$ cat src/rtl/uart_pkg.sv
// Shared types and constants for the UART transmit arbiter: FSM encodings and
// the minimum legal frame configuration.
package uart_pkg;

    typedef enum logic [1:0] {
        ARB_IDLE      = 2'd0,
        ARB_ISSUE     = 2'd1,
        ARB_WAIT_BUSY = 2'd2,
        ARB_WAIT_DONE = 2'd3
    } arb_state_e;

    localparam logic [15:0] DIV_MIN  = 16'd1;
    localparam logic [1:0]  STOP_MIN = 2'd1;

    // A zero divisor or zero stop-bit count would stall the transmitter.
    function automatic logic [15:0] clamp_div(input logic [15:0] d);
        return (d == 16'd0) ? DIV_MIN : d;
    endfunction

    function automatic logic [1:0] clamp_stop(input logic [1:0] s);
        return (s == 2'd0) ? STOP_MIN : s;
    endfunction

endpackage

$ cat src/rtl/uart_rr_picker.sv
// Combinational rotate-priority picker: first active request strictly after
// last_grant, wrapping from N_REQ-1 back to 0.
module uart_rr_picker #(
    parameter  int N_REQ = 4,
    localparam int GNT_W = $clog2(N_REQ)
) (
    input  logic [N_REQ-1:0] req,
    input  logic [GNT_W-1:0] last_grant,
    output logic             valid,
    output logic [GNT_W-1:0] winner
);

    logic [GNT_W-1:0] cursor;

    always_comb begin
        cursor = last_grant;
        valid  = 1'b0;
        winner = last_grant;
        for (int k = 0; k < N_REQ; k++) begin
            if (cursor == GNT_W'(N_REQ - 1)) begin
                cursor = '0;
            end else begin
                cursor = cursor + GNT_W'(1);
            end
            if (!valid && req[cursor]) begin
                valid  = 1'b1;
                winner = cursor;
            end
        end
    end

endmodule

$ cat src/rtl/uart_tx_arbiter.sv
// Round-robin sharing of one UART transmitter among N_REQ byte requesters.
// Optional UART_TX_ARB_BURST_EN lets the last grantee keep up to BURST_MAX re-grants.
module uart_tx_arbiter
    import uart_pkg::*;
#(
    parameter  int N_REQ = 4,
`ifdef UART_TX_ARB_BURST_EN
    parameter  int BURST_MAX = 4,
`endif
    localparam int GNT_W = $clog2(N_REQ)
) (
    input  logic                 clk,
    input  logic                 rst,
    input  logic [N_REQ-1:0]     req,
    input  logic [8*N_REQ-1:0]   req_dat,
    output logic [N_REQ-1:0]     ack,
    input  logic [15:0]          cfg_divisor,
    input  logic [1:0]           cfg_stop_bits,
    input  logic                 cfg_bit_order,
    output logic                 tx_wr_ev,
    output logic [7:0]           tx_dat,
    output logic [15:0]          divisor,
    output logic [1:0]           stop_bit_num,
    output logic                 trans_bit_order,
    input  logic                 tx_ready,
    input  logic                 tx_done_ev,
    output logic [GNT_W-1:0]     grant_id,
    output logic                 busy,
    output logic [15:0]          frame_cnt,
    output arb_state_e           dbg_state
);

    // Handshakes: requester i holds req[i] and its byte until the 1-cycle
    // ack[i], which coincides with tx_wr_ev. A frame is started only while
    // tx_ready is high; tx_ready falling then rising again brackets the frame.

    arb_state_e       state_q;
    logic             tx_wr_ev_q;
    logic [N_REQ-1:0] ack_q;
    logic [7:0]       tx_dat_q;
    logic             busy_q;
    logic [GNT_W-1:0] grant_q;
    logic [15:0]      div_q;
    logic [1:0]       stop_q;
    logic             order_q;
    logic [15:0]      frame_cnt_q;
    logic [15:0]      frame_cnt_d;

    logic             pick_valid;
    logic [GNT_W-1:0] pick_id;
    logic             win_valid;
    logic [GNT_W-1:0] win_id;
    logic [7:0]       win_dat;
    logic [N_REQ-1:0] win_onehot;
    logic             grant_now;

    uart_rr_picker #(
        .N_REQ(N_REQ)
    ) u_picker (
        .req        (req),
        .last_grant (grant_q),
        .valid      (pick_valid),
        .winner     (pick_id)
    );

`ifdef UART_TX_ARB_BURST_EN
    localparam int BURST_W = $clog2(BURST_MAX + 1);

    logic [BURST_W-1:0] burst_q;
    logic [BURST_W-1:0] burst_d;
    logic               regrant;

    assign regrant   = req[grant_q] && (burst_q < BURST_W'(BURST_MAX));
    assign win_valid = regrant || pick_valid;
    assign win_id    = regrant ? grant_q : pick_id;

    // Count saturates when the search lands on the same requester again.
    always_comb begin
        burst_d = burst_q;
        if (grant_now) begin
            if (regrant) begin
                burst_d = burst_q + BURST_W'(1);
            end else if (pick_id != grant_q) begin
                burst_d = '0;
            end
        end
    end

    always_ff @(posedge clk or posedge rst) begin
        if (rst) begin
            burst_q <= '0;
        end else begin
            burst_q <= burst_d;
        end
    end
`else
    assign win_valid = pick_valid;
    assign win_id    = pick_id;
`endif

    assign grant_now  = (state_q == ARB_IDLE) && tx_ready && win_valid;
    assign win_dat    = req_dat[{win_id, 3'b000} +: 8];
    assign win_onehot = {{(N_REQ-1){1'b0}}, 1'b1} << win_id;

    always_ff @(posedge clk or posedge rst) begin
        if (rst) begin
            state_q    <= ARB_IDLE;
            tx_wr_ev_q <= 1'b0;
            ack_q      <= '0;
            tx_dat_q   <= '0;
            busy_q     <= 1'b0;
            grant_q    <= GNT_W'(N_REQ - 1);
            div_q      <= DIV_MIN;
            stop_q     <= STOP_MIN;
            order_q    <= 1'b0;
        end else begin
            tx_wr_ev_q <= 1'b0;
            ack_q      <= '0;
            case (state_q)
                ARB_IDLE: begin
                    // Config tracks the inputs only here; it freezes once a frame starts.
                    div_q   <= clamp_div(cfg_divisor);
                    stop_q  <= clamp_stop(cfg_stop_bits);
                    order_q <= cfg_bit_order;
                    if (grant_now) begin
                        tx_dat_q   <= win_dat;
                        grant_q    <= win_id;
                        tx_wr_ev_q <= 1'b1;
                        ack_q      <= win_onehot;
                        busy_q     <= 1'b1;
                        state_q    <= ARB_ISSUE;
                    end
                end
                ARB_ISSUE: begin
                    state_q <= ARB_WAIT_BUSY;
                end
                ARB_WAIT_BUSY: begin
                    if (!tx_ready) begin
                        state_q <= ARB_WAIT_DONE;
                    end
                end
                ARB_WAIT_DONE: begin
                    if (tx_ready) begin
                        busy_q  <= 1'b0;
                        state_q <= ARB_IDLE;
                    end
                end
                default: begin
                    busy_q  <= 1'b0;
                    state_q <= ARB_IDLE;
                end
            endcase
        end
    end

    assign frame_cnt_d = tx_done_ev ? frame_cnt_q + 16'd1 : frame_cnt_q;

    always_ff @(posedge clk or posedge rst) begin
        if (rst) begin
            frame_cnt_q <= '0;
        end else begin
            frame_cnt_q <= frame_cnt_d;
        end
    end

    assign ack             = ack_q;
    assign tx_wr_ev        = tx_wr_ev_q;
    assign tx_dat          = tx_dat_q;
    assign divisor         = div_q;
    assign stop_bit_num    = stop_q;
    assign trans_bit_order = order_q;
    assign grant_id        = grant_q;
    assign busy            = busy_q;
    assign frame_cnt       = frame_cnt_q;
    assign dbg_state       = state_q;

endmodule
$ cat config.mk
export PLATFORM = sky130hd
export DESIGN_NAME = uart_tx_arbiter
export DESIGN_NICKNAME = d
export VERILOG_FILES = /design/src/rtl/uart_pkg.sv /design/src/rtl/uart_rr_picker.sv /design/src/rtl/uart_tx_arbiter.sv
export SDC_FILE = /design/constraint.sdc
export NUM_CORES = 1
export LEC_CHECK = 0
export ABC_AREA = 1
export CAP_MARGIN = 20
export CORE_MARGIN = 2
export CORE_UTILIZATION = 67
export DETAILED_ROUTE_END_ITERATION = 8
export DONT_BUFFER_PORTS = 1
export PLACE_DENSITY_LB_ADDON = 0.15
export SKIP_LAST_GASP = 1
export SYNTH_ARGS = -nofsm -noshare
export SYNTH_HDL_FRONTEND = slang
export SYNTH_HIERARCHICAL = 1
export SYNTH_SLANG_ARGS = --single-unit
$ cat constraint.sdc
create_clock -name clk -period 3.9 [get_ports clk]
set_input_delay 0.39 -clock clk [delete_from_list [all_inputs] [get_ports clk]]
set_output_delay 0.39 -clock clk [all_outputs]
set_load 0.02 [all_outputs]
== Word level (Yosys, flattened, before mapping) ==
Index checks and enable logic that the tools add are counted.

* Register bits: 53
* Word-level logic and storage cells: 79
* Input port bits: 59
* Output and inout bits: 53

* Order comparisons: 4
* Mux-type cells: 33
* Add/subtract/negate cells: 5
* Shift operators: 2
* Eq/ne operators: 10
* Reduce and logical (&&, ||, !) cells: 15

{| class="wikitable"
|+ Operators with widths
! cell !! count
|-
| $shiftx A32 B6 Y8 || 1
|-
| $mux W2 || 12
|-
| $add A16 B1 Y16 const B || 1
|-
| $logic_not A16 Y1 || 1
|-
| $mux W16 || 1
|-
| $eq A2 B2 Y1 const B || 6
|-
| $lt A2 B3 Y1 const B || 4
|-
| $mux W1 || 12
|-
| $add A2 B1 Y2 const B || 4
|-
| $bmux W1 S2 || 4
|-
| $mux W4 || 2
|-
| $pmux W2 S4 || 1
|-
| $ne A2 B2 Y1 const B || 3
|-
| $reduce_and A3 Y1 || 2
|-
| $logic_and A1 B1 Y1 || 5
|-
| $logic_not A2 Y1 || 2
|-
| $shl A1 B2 Y4 const A || 1
|-
| $logic_not A1 Y1 || 3
|-
| $eq A2 B1 Y1 const B || 1
|-
| $pmux W1 S2 || 1
|-
| $reduce_and A2 Y1 || 1
|-
| $reduce_bool A2 Y1 || 1
|}

== Depth between registers and ports, before layout ==
* Depth in word-level cells: 17
* Mapped depth: 19

== Modules after synthesis ==
The synthesis kept the hierarchy.

{| class="wikitable"
|+ Modules (own cells, without submodules)
! module !! instances !! seq. area each (sq um) !! cells an instance !! area an instance (sq um)
|-
| uart_tx_arbiter || 1 || 1,331.3 || 317 || 2,526.2
|-
| uart_rr_picker || 1 || 0.0 || 78 || 409.1
|}

== Least setup slack after synthesis ==
OpenSTA, ideal clock, no wires.

* Kind: reg2reg
* Start: register grant_q[0], in the netlist grant_id[0]
* End: register tx_dat_q[0], in the netlist tx_dat[0]
* Path buffers: 2
* Cell stages (with the launch flop): 19
* Arrival time: 2.271 ns
* Data required time: 3.784 ns
* Setup slack: 1.513 ns
* Clock period less this slack: 2.387 ns
* Library setup time: 0.116 ns
* Cell sequence: dfstp_2 -> ha_1 -> inv_2 -> nand2_2 -> buf_6 -> nand2_2 -> nand3_2 -> nand2_4 -> nor2_8 -> nand3_4 -> clkinv_2 -> nand2_1 -> nand2_1 -> inv_2 -> buf_2 -> nand3_1 -> nand4_1 -> nand2_1 -> nand2_1

{| class="wikitable"
|+ RTL lines
! item !! RTL line !! text
|-
| start: declaration || uart_tx_arbiter.sv:42 || <nowiki>logic [GNT_W-1:0] grant_q;</nowiki>
|-
| start signal: assignment || uart_tx_arbiter.sv:112 || <nowiki>grant_q <= GNT_W'(N_REQ - 1);</nowiki>
|-
| start signal: assignment || uart_tx_arbiter.sv:127 || <nowiki>grant_q <= win_id;</nowiki>
|-
| $add A2 B1 Y2 / $eq A2 B2 Y1 (equally long branches) || uart_rr_picker.sv:23, uart_rr_picker.sv:20 ||
|-
| $mux W2 (*) || uart_rr_picker.sv:20 || <nowiki>if (cursor == GNT_W'(N_REQ - 1)) begin</nowiki>
|-
| branches (longest 11 deep; another with $add A2 B1 Y2) || n/a ||
|-
| $mux W2 (*) || uart_rr_picker.sv:25 || <nowiki>if (!valid && req[cursor]) begin</nowiki>
|-
| via pick_id[1] || uart_tx_arbiter.sv:50 || <nowiki>logic [GNT_W-1:0] pick_id;</nowiki>
|-
| $shiftx A32 B6 Y8 (*) || uart_tx_arbiter.sv:102 || <nowiki>assign win_dat = req_dat[{win_id, 3'b000} +: 8];</nowiki>
|-
| end signal: assignment || uart_tx_arbiter.sv:126 || <nowiki>tx_dat_q <= win_dat;</nowiki>
|-
| end: declaration || uart_tx_arbiter.sv:40 || <nowiki>logic [7:0] tx_dat_q;</nowiki>
|}

Mark *: on every way through the listed nets, which the timed path passes. The select of a mux whose other input is x is not followed.
A chain may end at the register's enable or synchronous reset.

== Worst setup path in the final report ==
* Start: register grant_q[0], in the netlist grant_id[0]
* End: register tx_dat_q[4], in the netlist tx_dat[4]

{| class="wikitable"
|+ RTL lines
! item !! RTL line
|-
| branches (longest 13 deep; another with $add A2 B1 Y2) || n/a
|-
| $mux W2 (*) || uart_rr_picker.sv:25
|-
| via pick_id[0] || uart_tx_arbiter.sv:50
|-
| $shiftx A32 B6 Y8 (*) || uart_tx_arbiter.sv:102
|}

Marks and branches as above.

==> flow_metrics.env <==
export IMPL_rsz0062_at_grt="false"
export IMPL_hp_class="in2reg"
export IMPL_fin_area_mm2=0.00312
export IMPL_clkSinkCount=53
export IMPL_worstMarginPinSlew_ns=0.798
export IMPL_numCtsBuffers=5
export IMPL_clk_latency_ns=0.31
export IMPL_postSynthAreaPerCell_um2=7.43
export IMPL_async_flop_share=1.00
export IMPL_yosysTopAreaCell="dfrtp_1"
export IMPL_ys_ff_latch=53
export IMPL_die_y_um=70.2
export IMPL_grt_pass1_vias=2477
export IMPL_core_area_mm2=0.00429
export IMPL_synth_net_count=459
export IMPL_yosysSeqAreaShare=0.454
export IMPL_p_seq_frac=0.370
export IMPL_postCtsSetupBuffers=0
export IMPL_gr_total_overflow=0
export IMPL_wirelength_um=6280
export IMPL_power_frac_comb=0.498
export IMPL_dp_hpwl_um=4630
export IMPL_vdd_drop_max_uv=815
export IMPL_run_status="finished, final reports clean"
export IMPL_clock_skew_ns=0.00752
export IMPL_io_buffers=0
export IMPL_gr_usage_all_layers=0.270
export IMPL_ys_types=32
export IMPL_critPathKind="reg2reg"
export IMPL_yosys_area_share_adder=0.0213
export IMPL_synth_edff_count=0
export IMPL_via_per_inst=5.54
export IMPL_maxSlewViolCount=0
export IMPL_layout_drive_gt1_share=0.103
export IMPL_p_sw_uw=1780
export IMPL_synth_flop_cell="dfrtp_1"
export IMPL_initial_core_util=0.684
export IMPL_grt_max_degree=54
export IMPL_drtAntennaViolNets=0
export IMPL_path_max_fanout=14
export IMPL_fill_cells=358
export IMPL_synth_mux_area_frac=0
export IMPL_synth_top_cell_area_share=0.418
export IMPL_synth_area_leaders="dfrtp_1 (42%), nand2_1 (23%), nand3_1 (5.5%), dfstp_2 (3.6%), nor2_1 (3.5%)"
export IMPL_cp_common_cell="nand2_1"
export IMPL_power_density_mw_per_mm2=1070
export IMPL_syn_to_final_growth_pct=6.35
export IMPL_drt_iter0_drc=123
export IMPL_cp_slowest_stage_delay_ns=0.68
export IMPL_path_buf_inv=3
export IMPL_critPathRequiredTime_ns=4.10
export IMPL_synth_xor_area_share=0.0269
export IMPL_fp_dieW_um=70.2
export IMPL_synth_top_family_by_area="simple AND/OR/NAND/NOR gates"
export IMPL_avgRoutedWirePerCell_um=14.0
export IMPL_synth_area_mm2=0.00294
export IMPL_vias=2488
export IMPL_antenna_cells=0
export IMPL_cp_end_kind="flip-flop"
export IMPL_seq_area_mm2=0.00133
export IMPL_utilization=0.727
export IMPL_netSwitchingFraction=0.531
export IMPL_h_tree_depth=2
export IMPL_netlist_instances=395
export IMPL_gp_congestion=0.849
export IMPL_dr_pass1_iters=5
export IMPL_path_clk_slew_ns=0.09
export IMPL_max_freq_ghz=0.339
export IMPL_cts_repair_resized=0
export IMPL_yosysWarnings=6
export IMPL_final_hold_viol_count=0
export IMPL_synth_compound_area_frac=0.0234
export IMPL_fin_cells=449
export IMPL_min_period_ns=2.95
export IMPL_power_internal_uw=1570
export IMPL_p_leak_uw=0.00160
export IMPL_grt_pass1_wl_um=10700
export IMPL_num_rows=24
export IMPL_finalCritPeriodShare=0.755
export IMPL_worstPathCellList="ha_1 > inv_2 > nand2_2 > nand2_1 > nand2_2 > nand2_1 > o21ai_1 > nand3_4 > clkinv_2 > nand2_1 > nand2_1 > inv_1 > nand3_1 > nand4_1 > nand2_1 > nand2_1"
export IMPL_cts_root_buffer="clkbuf_8"
export IMPL_synth_simple_area_share=0.416
export IMPL_cts_tree="built"
export IMPL_dpl_cell_count=439
export IMPL_maxCapViolCount=0
export IMPL_fin_tns_setup_ns=0
export IMPL_multi_input_area_mm2=0.00143
export IMPL_antenna_found_initial=0
export IMPL_io_pins=112
export IMPL_dieArea_mm2=0.00493
export IMPL_drc=0
export IMPL_slew_headroom=0.468
export IMPL_finalNetCount=460
export IMPL_setup_viol=0
export IMPL_crit_path_top_delay_cell="dfstp_2"
export IMPL_worstSetupStartpointType="flip-flop"
export IMPL_worstPathArrival_ns=3.15
export IMPL_placed_area_mm2=0.00295
export IMPL_p_clk_frac=0.132
export IMPL_cp_top_family="simple AND/OR/NAND/NOR gates"
export IMPL_ctsLongestPathBuffers=2
[final cells by class]
| type | count | share of cell area |
|---|---|---|
| inverter | 33 | 0.0401 |
| sequential | 53 | 0.426 |
| tap | 52 | 0.0208 |
| timing repair buffer | 2 | 0.00962 |
| clock inverter | 3 | 0.0220 |
| multi-input combinational | 301 | 0.459 |
| clock buffer | 5 | 0.0220 |
[kinds of logic (layout without fill, tap and decap cells)]
| family | after synthesis | count (layout) |
|---|---|---|
| xor gates and xnor gates | 9 | 9 |
| DFF | 53 | 53 |
| buffers and inverters | 41 | 43 |
| AOI/OAI and AO/OA | 12 | 12 |
| adders and majority gates | 5 | 5 |
| and+or+nand+nor | 275 | 275 |
[timing repair]
action,in CTS,in global routing
hold buffers,0,1
endpoints found under the setup margin,0,0
hold endpoints to repair,0,13
[cell usage in the layout (no fill, tap or decap), types with 2 or more instances in the layout]
| cell type | instances |
|---|---|
| nand2_1 | 179 |
| dfrtp_1 | 49 |
| nand3_1 | 32 |
| nor2_1 | 27 |
| inv_1 | 24 |
| nand4_1 | 12 |
| inv_2 | 8 |
| nand2_2 | 6 |
| xor2_1 | 5 |
| ha_1 | 5 |
| clkbuf_8 | 5 |
| nand3_2 | 4 |
| a21oi_1 | 4 |
| xnor2_1 | 4 |
| nor3_1 | 4 |
| dfstp_2 | 4 |
| o21ai_0 | 3 |
| nor2_2 | 3 |
| nor2_4 | 2 |
| nand3b_1 | 2 |
| o21ai_1 | 2 |
| bufinv_16 | 2 |
| nand2_4 | 2 |
[through the flow]
| stage | hold WS (ns) | power, uW | setup slack [ns] |
|---|---|---|---|
| 4_1_cts | 0.150 | 3350 | 0.979 |
| 3_3_place_gp | 0.481 | 2850 | 1.09 |
| 5_1_grt | 0.150 | 3660 | 0.611 |
| 3_5_place_dp | 0.482 | 2900 | 1.00 |
| 2_1_floorplan | 0.477 | 2610 | 1.51 |
| 6_report | 0.162 | 3340 | 0.954 |
[sequential cells by signal, indices dropped and copies added (netlist names)]
signal	cells
divisor	16
frame_cnt	16
tx_dat	8
ack	4
dbg_state	2
grant_id	2
stop_bit_num	2
busy	1
trans_bit_order	1
tx_wr_ev	1
[cells in the mapped netlist, types with 2 or more instances]
| library cell | number |
|---|---|
| nand2_4 | 2 |
| nand2_2 | 6 |
| nand3_1 | 32 |
| nor2_1 | 27 |
| ha_1 | 5 |
| nor2_4 | 2 |
| dfrtp_1 | 49 |
| nand3_2 | 4 |
| dfstp_2 | 4 |
| inv_2 | 7 |
| xor2_1 | 5 |
| inv_1 | 25 |
| nand4_1 | 12 |
| o21ai_1 | 2 |
| nor3_1 | 4 |
| xnor2_1 | 4 |
| nand3b_1 | 2 |
| o21ai_0 | 3 |
| a21oi_1 | 4 |
| buf_2 | 4 |
| nand2_1 | 179 |
| nor2_2 | 3 |
[path summary, 6_finish.rpt]
path	startpoint	cells after the start	slack, ns	end
worst max-delay path	grant_id[0]	16	0.95	tx_dat[4]
worst min-delay path	tx_done_ev	1	0.16	frame_cnt[0]
worst max register to register	grant_id[0]	16	0.95	tx_dat[4]
worst min register to register	divisor[0]	2	0.54	divisor[0]
max in group asynchronous	rst	3	2.81	grant_id[0]
min in group asynchronous	rst	2	0.50	divisor[5]
[metal layers]
layer	vias to the layer above	global-route usage	wire [um]
met3	11	0.0750	455
met4	0	0.0876	87
li1	1243	-	-
met1	1140	0.350	2720
met2	94	0.441	3020
met5	-	0	0
[power groups by stage]
stage	Clock (uW)	Sequential, uW	Combinational [uW]
final	443	1240	1660
after global routing	468	1260	1930
after CTS	453	1240	1660
after detailed placement	0	1250	1650
after global placement	0	1250	1600
after floorplan	0	1190	1420
Power figures use the tool's default switching activity.
==> RTL change, RTL diff (same flow settings) <==
`N_REQ` is set to 4 in 2 places; all go to 2.
--- a/src/rtl/uart_rr_picker.sv
+++ b/src/rtl/uart_rr_picker.sv
@@ -3,3 +3,3 @@
 module uart_rr_picker #(
-    parameter  int N_REQ = 4,
+    parameter  int N_REQ = 2,
     localparam int GNT_W = $clog2(N_REQ)
--- a/src/rtl/uart_tx_arbiter.sv
+++ b/src/rtl/uart_tx_arbiter.sv
@@ -5,3 +5,3 @@
 #(
-    parameter  int N_REQ = 4,
+    parameter  int N_REQ = 2,
 `ifdef UART_TX_ARB_BURST_EN
Ports: changed (resized ack, grant_id, req and req_dat); port bits go from 112 to 91. No check against the original RTL was run, so the function may have changed too.
==> RTL change against the unedited design <==
Sequential cell count decreased by 3; cell area is 22% lower; maximum frequency grew 22%; routed wire length shrank 31%; area after synthesis down 23%; first-iteration DRC count fell by 37%; non-clock buffer count unchanged; worst setup slack better by 520 ps.
Power is not compared: it rests on default switching activity, and its combinational part moved more than twofold at a synthesized area within 25%.
==> RTL change: results (changes against the unedited design) <==
[yosys]
synth_common_cells = nand2_1, dfrtp_1, nor2_1
synth_area_per_cell_sq_um = 8.29  ; +12%
netlist_top_cells_area = dfrtp_1, nand2_1, nor2_1
yosysUniqueCellTypes = 26  ; -19%

[critical_path]
crit_path_start = dbg_state[0]$_DFFE_PP0P_
r2r_cells = 6  ; -10
slowest_stage = ha_1
cp-endpoint = dbg_state[1]$_DFFE_PP0P_
arrival_ps = 2710  ; -440 ps
cp_top_family = adder cells
slowest_delay_ps = 640  ; -40 ps
cp_max_fo = 22  ; +8

[layout]
clock_cell_area_share_pct = 4.55  ; +0.14 points
instances_no_fill = 325  ; -28%
inv_count = 23  ; -30%
nClkBuffers = 6  ; +1
nonClkBufAreaFrac_pct = 1.23  ; +0.27 points
seq-cell-share_pct = 51.3  ; +8.7 points

[cts]
cts.reportedPaths.clkPinSlew_ps = 140  ; +50 ps
worstSkewPairLatency_ps = 360  ; +50 ps
root_buffer = clkbuf_4

[global_routing]
grt_max_degree = 51  ; -5.6%
gr-usage-all-layers_pct = 24.2  ; -2.8 points
use_met1_pct = 29.5  ; -5.5 points
globalRouteMet3Util_pct = 8.70  ; +1.2 points
grt_pass1_wl_microns = 7420  ; -31%

[routing]
via_count = 1740  ; -30%
wl_met1_microns = 1780  ; -34%
drt_iter0_markers = 77  ; -37%
dr_wl_met3_microns = 372  ; -18%

[placement]
dp_hpwl_microns = 3150  ; -32%
pre_cts_ws_ps = 1520  ; +520 ps
place_area_sq_um = 2300  ; -22%
place.gp.congestion = 0.783  ; -7.7%

[sta]
skew_ps = 11.4  ; +3.83 ps
relSlewSlack_pct = 51.7  ; +4.9 points
hold_slack_ps = 90.1  ; -71.7 ps
fmax_ghz = 0.413  ; +22%

[status]
outcome = complete, no violations

## RTL change: worst reg2reg max path: cells and delay by family, from the launching register on
kind,cells,cell delay (ps)
adder cells (fa/ha/maj),1,640
buffers and inverters,2,630
AND/OR/NAND/NOR,1,90
flip-flops,1,500
AO/OA/AOI/OAI,2,500
## RTL change: repair_timing
action | CTS | global route
setup buffers | 0 | 0
hold buffers | 0 | 1
gates resized for setup | 0 | 0
hold endpoints to repair | 0 | 6
## RTL change: power by group
group / switching [mW] / internal, mW / total, mW
registers: 0.420 / 0.726 / 1.15
clock network: 0.157 / 0.217 / 0.374
logic: 0.283 / 0.163 / 0.446
## RTL change: kinds of logic after synthesis
family | after synthesis | share of synthesized area [%]
fa+ha+maj | 4 | 2.20
buf+inv | 28 | 4.85
xor+xnor | 9 | 3.80
flops | 50 | 55.3
compound gates | 12 | 3.14
simple gates | 171 | 30.7
